## src/rtl/fetch_queue.sv

```systemverilog
// rtl/fetch_queue.sv - circular fetch queue between instruction fetch and decode
//
// Purpose:
//   Holds up to DEPTH fetched instructions, each with its PC, PC+4 and
//   branch prediction fields. Entries are handed to decode in fetch order.
//   FLUSH empties the queue on a redirect. The outputs read zero whenever
//   the queue is empty, so decode sees a bubble.
//
// Parameters:
//   DEPTH  number of entries (power of two, >= 2)
//   CNT_W  occupancy width, log2(DEPTH)+1
//
// Ports:
//   CLK, RESET                clock; asynchronous active-low reset
//   FLUSH                     synchronous clear, overrides push and pop
//   IN_VALID / IN_READY       fetch-side handshake
//   Instr_IN, PC_IN, PC_Plus4_IN,
//   Pred_taken_IN, Pred_addr_IN, Pred_state_IN   entry payload
//   OUT_VALID / OUT_READY     decode-side handshake
//   Instr_OUT, PC_OUT, PC_Plus4_OUT,
//   Pred_taken_OUT, Pred_addr_OUT, Pred_state_OUT head entry payload
//   COUNT                     current occupancy, 0..DEPTH

module fetch_queue #(
  parameter int DEPTH = 4,
  parameter int CNT_W = 3
) (
  input  logic             CLK,
  input  logic             RESET,
  input  logic             FLUSH,

  input  logic             IN_VALID,
  output logic             IN_READY,
  input  logic [31:0]      Instr_IN,
  input  logic [31:0]      PC_IN,
  input  logic [31:0]      PC_Plus4_IN,
  input  logic             Pred_taken_IN,
  input  logic [31:0]      Pred_addr_IN,
  input  logic [1:0]       Pred_state_IN,

  output logic             OUT_VALID,
  input  logic             OUT_READY,
  output logic [31:0]      Instr_OUT,
  output logic [31:0]      PC_OUT,
  output logic [31:0]      PC_Plus4_OUT,
  output logic             Pred_taken_OUT,
  output logic [31:0]      Pred_addr_OUT,
  output logic [1:0]       Pred_state_OUT,

  output logic [CNT_W-1:0] COUNT
);

  localparam int PTR_W = $clog2(DEPTH);

  typedef struct packed {
    logic [31:0] instr;
    logic [31:0] pc;
    logic [31:0] pc_plus4;
    logic        pred_taken;
    logic [31:0] pred_addr;
    logic [1:0]  pred_state;
  } entry_t;

  entry_t           r_mem [DEPTH];
  logic [PTR_W-1:0] r_head;
  logic [PTR_W-1:0] r_tail;
  logic [CNT_W-1:0] r_count;

  entry_t           w_in_entry;
  entry_t           w_head_entry;
  logic             w_in_ready;
  logic             w_out_valid;
  logic             w_push;
  logic             w_pop;

  // Ready/valid come from the registered count only, so IN_READY never
  // depends on OUT_READY and a slot freed by a pop is usable next cycle.
  assign w_in_ready  = (r_count < CNT_W'(DEPTH));
  assign w_out_valid = (r_count != '0);

  assign w_push = IN_VALID && w_in_ready;
  assign w_pop  = w_out_valid && OUT_READY;

  assign w_in_entry.instr      = Instr_IN;
  assign w_in_entry.pc         = PC_IN;
  assign w_in_entry.pc_plus4   = PC_Plus4_IN;
  assign w_in_entry.pred_taken = Pred_taken_IN;
  assign w_in_entry.pred_addr  = Pred_addr_IN;
  assign w_in_entry.pred_state = Pred_state_IN;

  // Control state: pointers wrap naturally because DEPTH is a power of two.
  always_ff @(posedge CLK or negedge RESET) begin
    if (!RESET) begin
      r_head  <= '0;
      r_tail  <= '0;
      r_count <= '0;
    end else if (FLUSH) begin
      r_head  <= '0;
      r_tail  <= '0;
      r_count <= '0;
    end else begin
      if (w_push) begin
        r_tail <= r_tail + PTR_W'(1);
      end
      if (w_pop) begin
        r_head <= r_head + PTR_W'(1);
      end
      case ({w_push, w_pop})
        2'b10:   r_count <= r_count + CNT_W'(1);
        2'b01:   r_count <= r_count - CNT_W'(1);
        default: r_count <= r_count;
      endcase
    end
  end

  // Payload storage is left unreset; the output mask hides stale data.
  always_ff @(posedge CLK) begin
    if (w_push && !FLUSH) begin
      r_mem[r_tail] <= w_in_entry;
    end
  end

  assign w_head_entry = r_mem[r_head];

  always_comb begin
    Instr_OUT      = '0;
    PC_OUT         = '0;
    PC_Plus4_OUT   = '0;
    Pred_taken_OUT = 1'b0;
    Pred_addr_OUT  = '0;
    Pred_state_OUT = '0;
    if (w_out_valid) begin
      Instr_OUT      = w_head_entry.instr;
      PC_OUT         = w_head_entry.pc;
      PC_Plus4_OUT   = w_head_entry.pc_plus4;
      Pred_taken_OUT = w_head_entry.pred_taken;
      Pred_addr_OUT  = w_head_entry.pred_addr;
      Pred_state_OUT = w_head_entry.pred_state;
    end
  end

  assign IN_READY  = w_in_ready;
  assign OUT_VALID = w_out_valid;
  assign COUNT     = r_count;

endmodule

```

## config.mk

```make
export PLATFORM = sky130hd
export DESIGN_NAME = fetch_queue
export DESIGN_NICKNAME = d
export VERILOG_FILES = /design/src/rtl/fetch_queue.sv
export SDC_FILE = /design/constraint.sdc
export NUM_CORES = 1
export LEC_CHECK = 0
export ABC_AREA = 1
export CAP_MARGIN = 20
export CORE_MARGIN = 1
export CORE_UTILIZATION = 55
export CTS_BUF_LIST = sky130_fd_sc_hd__clkbuf_8 sky130_fd_sc_hd__clkbuf_16
export DETAILED_ROUTE_END_ITERATION = 16
export DONT_BUFFER_PORTS = 1
export PLACE_DENSITY = 0.7
export SYNTH_ARGS = -nofsm -noshare
export SYNTH_HDL_FRONTEND = slang
export SYNTH_SLANG_ARGS = --single-unit
```

## constraint.sdc

```tcl
create_clock -name CLK -period 11.7 [get_ports CLK]
set_input_delay 0.585 -clock CLK [delete_from_list [all_inputs] [get_ports CLK]]
set_output_delay 0.585 -clock CLK [all_outputs]
set_load 0.03 [all_outputs]
```

# --- Yosys cells after proc, flatten, opt, wreduce, memory -nomap -nowiden ---
# Memories as Yosys holds them, arrays and structs flattened.
# Index checks and enable logic that the tools add are counted.
word_totals:
  regBits: 7
  latchBits: 0
  mem_bits_rw: 524
  mem_bits_ro: 0
  in_bits: 136
  out_inout_bits: 136
  wordCells: 33
  memories: 1
op_classes:
  add_sub_neg: 4
  mul: 0
  div_mod_pow: 0
  order_cmp: 1
  eq_ne: 2
  shifts: 0
  n_mux: 14
  bitwise: 0
  reduce_logical: 8
mem_list:
  columns: ["memory", "depth", "width", "read_ports", "rd_clocked_by_memory_dff", "wr", "line_no", "source"]
  rows:
  - ["r_mem", 4, 131, 1, 0, 1, "64", "entry_t r_mem [DEPTH];"]
ops:
  columns: ["operator", "n"]
  rows:
  - ["32-bit two-way mux", 4]
  - ["2-bit two-way mux", 5]
  - ["3-bit case mux with 2 select lines", 1]
  - ["3-bit nonzero test", 2]
  - ["2-bit by 1-bit adder with 2-bit output, second input constant", 2]
  - ["2-bit nonzero test", 2]
  - ["3-bit by 1-bit adder with 3-bit output, second input constant", 1]
  - ["1-bit logical AND", 3]
  - ["3-bit less-than comparator, second input constant", 1]
  - ["1-bit two-way mux", 3]
  - ["3-bit two-way mux", 1]
  - ["3-bit by 1-bit subtractor with 3-bit output, second input constant", 1]
  - ["2-bit by 1-bit == test with 1-bit output, second input constant", 1]
  - ["2-bit == test, second input constant", 1]
  - ["1-bit zero test", 1]

# --- Depth between registers and ports, before layout ---
# Gate-level depths: netlist (run 1).
logic_depth:
  depth_word: 5
  ltp_mapped: 8
  depth_no_buf: 8

# --- Worst setup path after synthesis (run 1) ---
# OpenSTA, ideal clock, no wires.
synth_path:
  path_kind: "register to register"
  start: "reg r_count[2] (netlist: COUNT[2])"
  end: "mem r_mem[0][0] (netlist name), enable pin"
  setup_time_ns: 0.623
  arrival_ns: 6.492
  required_ns: 11.077
  setup_slack_ns: 4.585
  stages_incl_launch_ff: 6
  n_path_buf: 0
  period_less_slack_ns: 7.115
  cell_sequence: "dfrtp_1 -> inv_2 -> nand2_1 -> nor2_1 -> inv_1 -> nor2_1"
synth_between:
  elab_chain_len: 5
synth_lines:
  columns: ["element", "line_no", "source"]
  rows:
  - ["from (decl)", "67", "logic [CNT_W-1:0] r_count;"]
  - ["from (signal assigned)", "109", "2'b10: r_count <= r_count + CNT_W'(1);"]
  - ["from (signal assigned)", "110", "2'b01: r_count <= r_count - CNT_W'(1);"]
  - ["from (signal assigned)", "111", "default: r_count <= r_count;"]
  - ["3-bit less-than comparator", "78", "assign w_in_ready = (r_count < CNT_W'(DEPTH));"]
  - ["net IN_READY", "33", "output logic IN_READY,"]
  - ["1-bit logical AND", "81", "assign w_push = IN_VALID && w_in_ready;"]
  - ["1-bit logical AND", "118", "if (w_push && !FLUSH) begin"]
  - ["1-bit two-way mux", "118", null]
  - ["1-bit two-way mux (implied by the code)", "119", "r_mem[r_tail] <= w_in_entry;"]
  - ["to (decl)", "64", null]
# The timed path passes the listed nets, and every way through them passes these cells.

# --- Final worst setup path (run 1) ---
layout_path:
  start: "reg r_head[0]"
  end: "out PC_Plus4_OUT[2]"
layout_between:
  elab_chain_len: 2
layout_lines:
  columns: ["element", "line_no", "source"]
  rows:
  - ["from (decl)", "65", "logic [PTR_W-1:0] r_head;"]
  - ["from (signal assigned)", "106", "r_head <= r_head + PTR_W'(1);"]
  - ["memory read 4 x 131 bit", null, null]
  - ["32-bit two-way mux", "132", "if (w_out_valid) begin"]
  - ["to (decl)", "45", "output logic [31:0] PC_Plus4_OUT,"]
# No other way between the ends.

==> impl_metrics.ini, run 1 <==
[clock_network]
cts.sinks = 531
cts_buffers = 53
post_cts_buffers = 0
cts.path.max_buffers = 3
cts_resized = 0
cts.root.buffer_cell = clkbuf_16
tritoncts = built
htreeDepth = 2
path_clk_slew_ns = 0.06
insertion_delay_ns = 0.59

[critical_path]
worstPathCellList = buf_16 -> inv_8 -> buf_4 -> o21ai_0 -> a21oi_1
cp_slowest_cell = buf_4
critical_path_peak_fanout = 164
max_stage_delay_ns = 0.83
critPathBufInv = 3
reg2reg_from = COUNT[2]
cp.arrival_ns = 3.95
endpoint_kind = output port
cp.required_ns = 11.12
worstSetupPathType = register to output port
critPathTopFamily = buffers and inverters
ff2ff_setup_slack_ns = 8.06
regToRegEndpoint = r_mem[3][4]
worst_r2r_path_depth = 7
setup.worst_path.start_class = register

[floorplan]
fp.dieArea_mm2 = 0.0384
core_mm2 = 0.0368
start_util_pct = 56.2
die_x_um = 196
ios = 272
num_rows = 70
die_h_um = 196

[synthesis]
synth_top_cell_by_area = edfxtp_1
yosys-top-cells-count = nor2_1, edfxtp_1, o21ai_1
syn-instance-count = 1608
ys.flop_type = edfxtp_1
synth.most_common_cell = nor2_1
synth_seq_cells = 531
netlist_area_mm2 = 0.0207
synth_cell_types = 23
syn_avg_cell_area_um2 = 12.9
synth.area.top_cells = edfxtp_1, nor2_1, o21ai_1
synth_edf_count = 524
ys_warn_count = 0
yosysTopAreaCellShare_pct = 76.1
synth_nets = 1749
ys_seq_area_share_pct = 77.0
async_reset_ff_share_pct = 1.32

[final_layout]
seq_area_mm2 = 0.0159
syn_to_final_growth_pct = 9.44
finalNetCount = 1722
multi_input_area_mm2 = 0.00421
stdcell_count = 2090
drive_gt1_share_pct = 6.29
antenna-diode-count = 0
fillCellCount = 2761
final_area_mm2 = 0.0226

[global_route]
grt_max_degree = 165
grt-ovfl-total = 0
grt_util_all_layers_pct = 22.7
grt_pass1_wl_um = 66500
antenna_found_initial = 0
grt_pass1_vias = 12000

[timing]
fin_worst_skew_ns = 0.0197
fin_ws_ns = 7.16
slew_headroom_pct = 29.1
hold_viol = 0
finalMaxSlewViolations = 0
finalCritPeriodShare_pct = 38.8
period_minus_slack_ns = 4.54
grt_setup_unrepaired = no
setup_viol = 0
max_freq_ghz = 0.220
fin_setup_tns_ns = 0
tightest_slew_ns = 1.06

[outcome]
status = finished, final reports clean

[placement]
dp_hpwl_um = 23800
place_congestion = 0.788
dp_slack_ns = 7.53
placed_cells = 1992
portBuffers = 0
place_area_mm2 = 0.0209

[run]
cap_viol_max_count = 0

[min_path]
hold_path.class = input pin to register
whs_endpoint = r_head[1]
hold_path_depth = 1
hp-start = FLUSH

[routing]
wl_per_cell_um = 20.9
wl_um = 43600
firstDrtPassIters = 5
drc = 0
viasPerCell = 5.66
antenna_left = 0
vias = 11800
drtIter0Drc = 715

[power_and_ir_drop]
power_mw = 5.53
p_leak_nw = 7.51
peakVddDrop_uv = 221
power_per_cell_area_mw_per_mm2 = 244
[layout make-up]
cell class	count	share of cell area, %
flip-flops and latches	531	70.4
multi-input cells	961	18.6
clock buffers	57	6.20
well taps	468	2.59
clock inverters	39	1.08
repair buffers	19	0.874
inverters	15	0.304
[cell families (layout without fill, tap and decap cells)]
| group | count (synthesis) | in the layout | share of synthesized area [%] |
|---|---|---|---|
| compound gates | 399 | 399 | 9.67 |
| fa+ha+maj | 5 | 5 | 0.339 |
| buf+inv | 116 | 130 | 2.84 |
| flops | 531 | 531 | 77.0 |
| simple gates | 557 | 557 | 10.2 |
[layout by cell type (no fill, tap or decap)]
cell           count
fa_1               1
inv_8              1
buf_16             2
nand3_1            2
nor3_1             1
clkinv_1           8
dfrtp_4            2
o21ai_1          164
nor2_1           530
clkbuf_8           2
nand2_1           16
nand2_2            1
nor3b_1            1
a21oi_1          132
edfxtp_1         524
nand4_1            1
nor2_4             4
dfrtp_1            5
inv_1             26
clkinv_2          12
buf_12             1
inv_4              2
bufinv_16          3
dlygate4sd3_1      1
o21bai_1           1
ha_1               4
buf_4             15
nand3b_1           1
o21ai_0          102
clkbuf_16         55
inv_6              1
inv_2              1
[where the power goes]
| part | switching (mW) | internal (mW) |
|---|---|---|
| Combinational | 1.37 | 0.257 |
| Clock | 0.674 | 0.922 |
| Sequential | 0.0668 | 2.24 |
| Total | 2.12 | 3.42 |
[layer usage]
metal	wire (µm)	up-vias	share of wire, %	GRT usage (%)
met2	21000	391	48	37.3
met4	1110	0	2.5	8.45
li1	-	5651	-	-
met5	0	-	0	0
met3	4140	61	9.5	8.17
met1	17400	5733	40	27.6
[repair_timing]
action | CTS | global route
endpoints found under the hold margin | 7 | 0
hold buffers | 1 | 0
setup endpoints to repair | 0 | 0
[flip-flops by register name (all words and copies together), names as in the netlist]
name and count:
r_mem 524, COUNT 3, r_head 2, r_tail 2
[how the worst max path moves through the flow]
| stage | from | to | slack [ns] | depth (start not counted) |
|---|---|---|---|---|
| floorplan | COUNT[2] | r_mem[0][0] | 4.59 | 5 |
| global placement | r_head[0] | PC_Plus4_OUT[2] | 7.63 | 4 |
| detailed placement | r_head[0] | PC_Plus4_OUT[2] | 7.53 | 4 |
| CTS | r_head[0] | PC_Plus4_OUT[2] | 6.91 | 4 |
| global route | r_head[0] | PC_Plus4_OUT[1] | 6.82 | 5 |
| finish | r_head[0] | PC_Plus4_OUT[2] | 7.16 | 5 |
[worst reg2reg max path: cells and delay by family (launching register included)]
family        cells  cell delay, ns
buf+inv           4            1.80
simple gates      3            0.91
flops             1            0.54
[stage by stage]
stage	hold slack, ns	utilization, %
detailed placement	0.290	56.9
CTS	0.0441	61.4
global placement	0.290	56.8
finish	0.0839	61.5
global route	0.0649	61.5
floorplan	0.289	-
No activity file was read; power rests on OpenSTA's default activity.
==> inputs of run 2 (changes only) <==
==> constraint.sdc (replaced) <==
create_clock -name CLK -period 4.25 [get_ports CLK]
set_input_delay 0.2125 -clock CLK [delete_from_list [all_inputs] [get_ports CLK]]
set_output_delay 0.2125 -clock CLK [all_outputs]
set_load 0.03 [all_outputs]
==> run 2 against run 1 <==
  * Sequential power increased to 2.7 times the previous value
  * Utilization increased by 4.3 points
  * Total power increased to 2.8 times the previous value
  * Critical path type unchanged
  * Critical endpoint is now Pred_addr_OUT[18]
  * Largest cell class unchanged
==> impl_metrics.ini, run 2 (synthesized netlist as in run 1, its figures left out) <==
[placement]
dp_hpwl_um = 23500
place_congestion = 0.777
portBuffers = 0
dp_slack_ns = 1.53

[final_layout]
fillCellCount = 2566
drive_gt1_share_pct = 5.98
largest_reg_flops = 524
mostFrequentLayoutCell = nor2_1
syn_to_final_growth_pct = 17.0
top_register = r_mem
final_cell_mix = nor2_1, edfxtp_1, o21ai_1
final_core_util_pct = 65.8
finalNetCount = 1857
multi_input_area_mm2 = 0.00421
seq_area_mm2 = 0.0159

[min_path]
hp-start = Instr_IN[21]
hold_path.class = input pin to register

[timing]
finalMaxSlewViolations = 0
grt_setup_unrepaired = no
period_minus_slack_ns = 3.30
fin_ws_ns = 0.951
tightest_slew_ns = 0.935
setup_viol = 0
hold_viol = 0
timing.hold.ws_ns = 0.332
max_freq_ghz = 0.303
finalCritPeriodShare_pct = 77.6
fin_worst_skew_ns = 0.0119
slew_headroom_pct = 37.7

[floorplan]
num_rows = 70
start_util_pct = 56.2
die_h_um = 196
fp.dieArea_mm2 = 0.0384
die_x_um = 196
core_mm2 = 0.0368
ios = 272

[critical_path]
critPathBufInv = 2
worstPathCellList = inv_8 -> buf_12 -> o21ai_0 -> a21oi_1
critPathTopFamily = buffers and inverters
cp.required_ns = 4.04
critPathLaunch = r_head[0]
reg2reg_from = COUNT[2]
setup.worst_path.start_class = register
critical_path_peak_fanout = 98
max_stage_delay_ns = 0.70
cp.arrival_ns = 3.09
cp_slowest_cell = dfrtp_4
worstSetupPathType = register to output port
endpoint_kind = output port

[routing]
drtIter0Drc = 897
vias = 12500
viasPerCell = 5.62
firstDrtPassIters = 5
wl_per_cell_um = 20.0
wl_um = 44600
drc = 0
antenna_left = 0

[global_route]
antenna_found_initial = 4
grt_pass1_vias = 12300
grt_pass1_wl_um = 68400
grt_max_degree = 117
grt_util_all_layers_pct = 23.1
grt-ovfl-total = 0

[clock_network]
cts.root.buffer_cell = clkbuf_16
cts_resized = 0
cts.sinks = 531
cts.path.max_buffers = 3
hold_buffers = 136
post_cts_buffers = 0
htreeDepth = 2
path_clk_slew_ns = 0.06
insertion_delay_ns = 0.58
cts_buffers = 51
tritoncts = built

[power_and_ir_drop]
p_leak_nw = 8.11
power_per_cell_area_mw_per_mm2 = 650
peakVddDrop_uv = 474

[run]
cap_viol_max_count = 0

[outcome]
status = finished, final reports clean
## run 2: cell types whose count changed in the layout (fill, tap and decap cells not counted), sizes merged
cell	delta
buf	+2
clkinvlp	+1
inv	-8
clkbuf	-4
diode	+5
bufinv	+6
clkinv	+1
dlygate4sd3	+135
## run 2: final timing paths
kind,to,slack (ns),cells after the start
min in group asynchronous,COUNT[0],0.54,2
worst max-delay path,Pred_addr_OUT[18],0.95,4
max in group asynchronous,r_head[1],3.42,2
worst min register to register,r_tail[0],0.57,1
worst max register to register,r_mem[0][115],1.59,6
worst min-delay path,r_mem[3][120],0.33,1
## run 2: final cells by class
| type | instances | share of cell area [%] |
|---|---|---|
| Tap cell | 468 | 2.42 |
| Multi-Input combinational cell | 961 | 17.4 |
| Timing Repair Buffer | 156 | 6.87 |
| Sequential cell | 531 | 65.8 |
| Inverter | 15 | 0.284 |
| Clock buffer | 53 | 5.48 |
| Antenna cell | 5 | 0.0517 |
| Clock inverter | 39 | 1.70 |
## run 2: where the power goes
part	switching, mW	leakage, nW	internal (mW)	total, mW
Sequential	0.171	4.84	6.15	6.32
Clock	1.83	0.879	2.80	4.63
Combinational	3.92	2.39	0.853	4.78
Total	5.93	8.11	9.80	15.7
## run 2: metal layers
metal	GRT usage [%]	share of wire (%)
met3	5.86	7.8
met1	29.3	40
met2	38.9	49
met5	0	0
met4	8.28	2.4
## run 2: stage by stage
step	setup TNS (ns)	power [mW]	cell area [µm²]	instances
after floorplan	-355.36	10.2	20700	1608
after global placement	0	11.0	21100	1995
after detailed placement	0	11.1	21100	1995
after CTS	0	15.8	24200	2223
after global routing	0	16.4	24200	2226
final	0	15.7	24200	2228
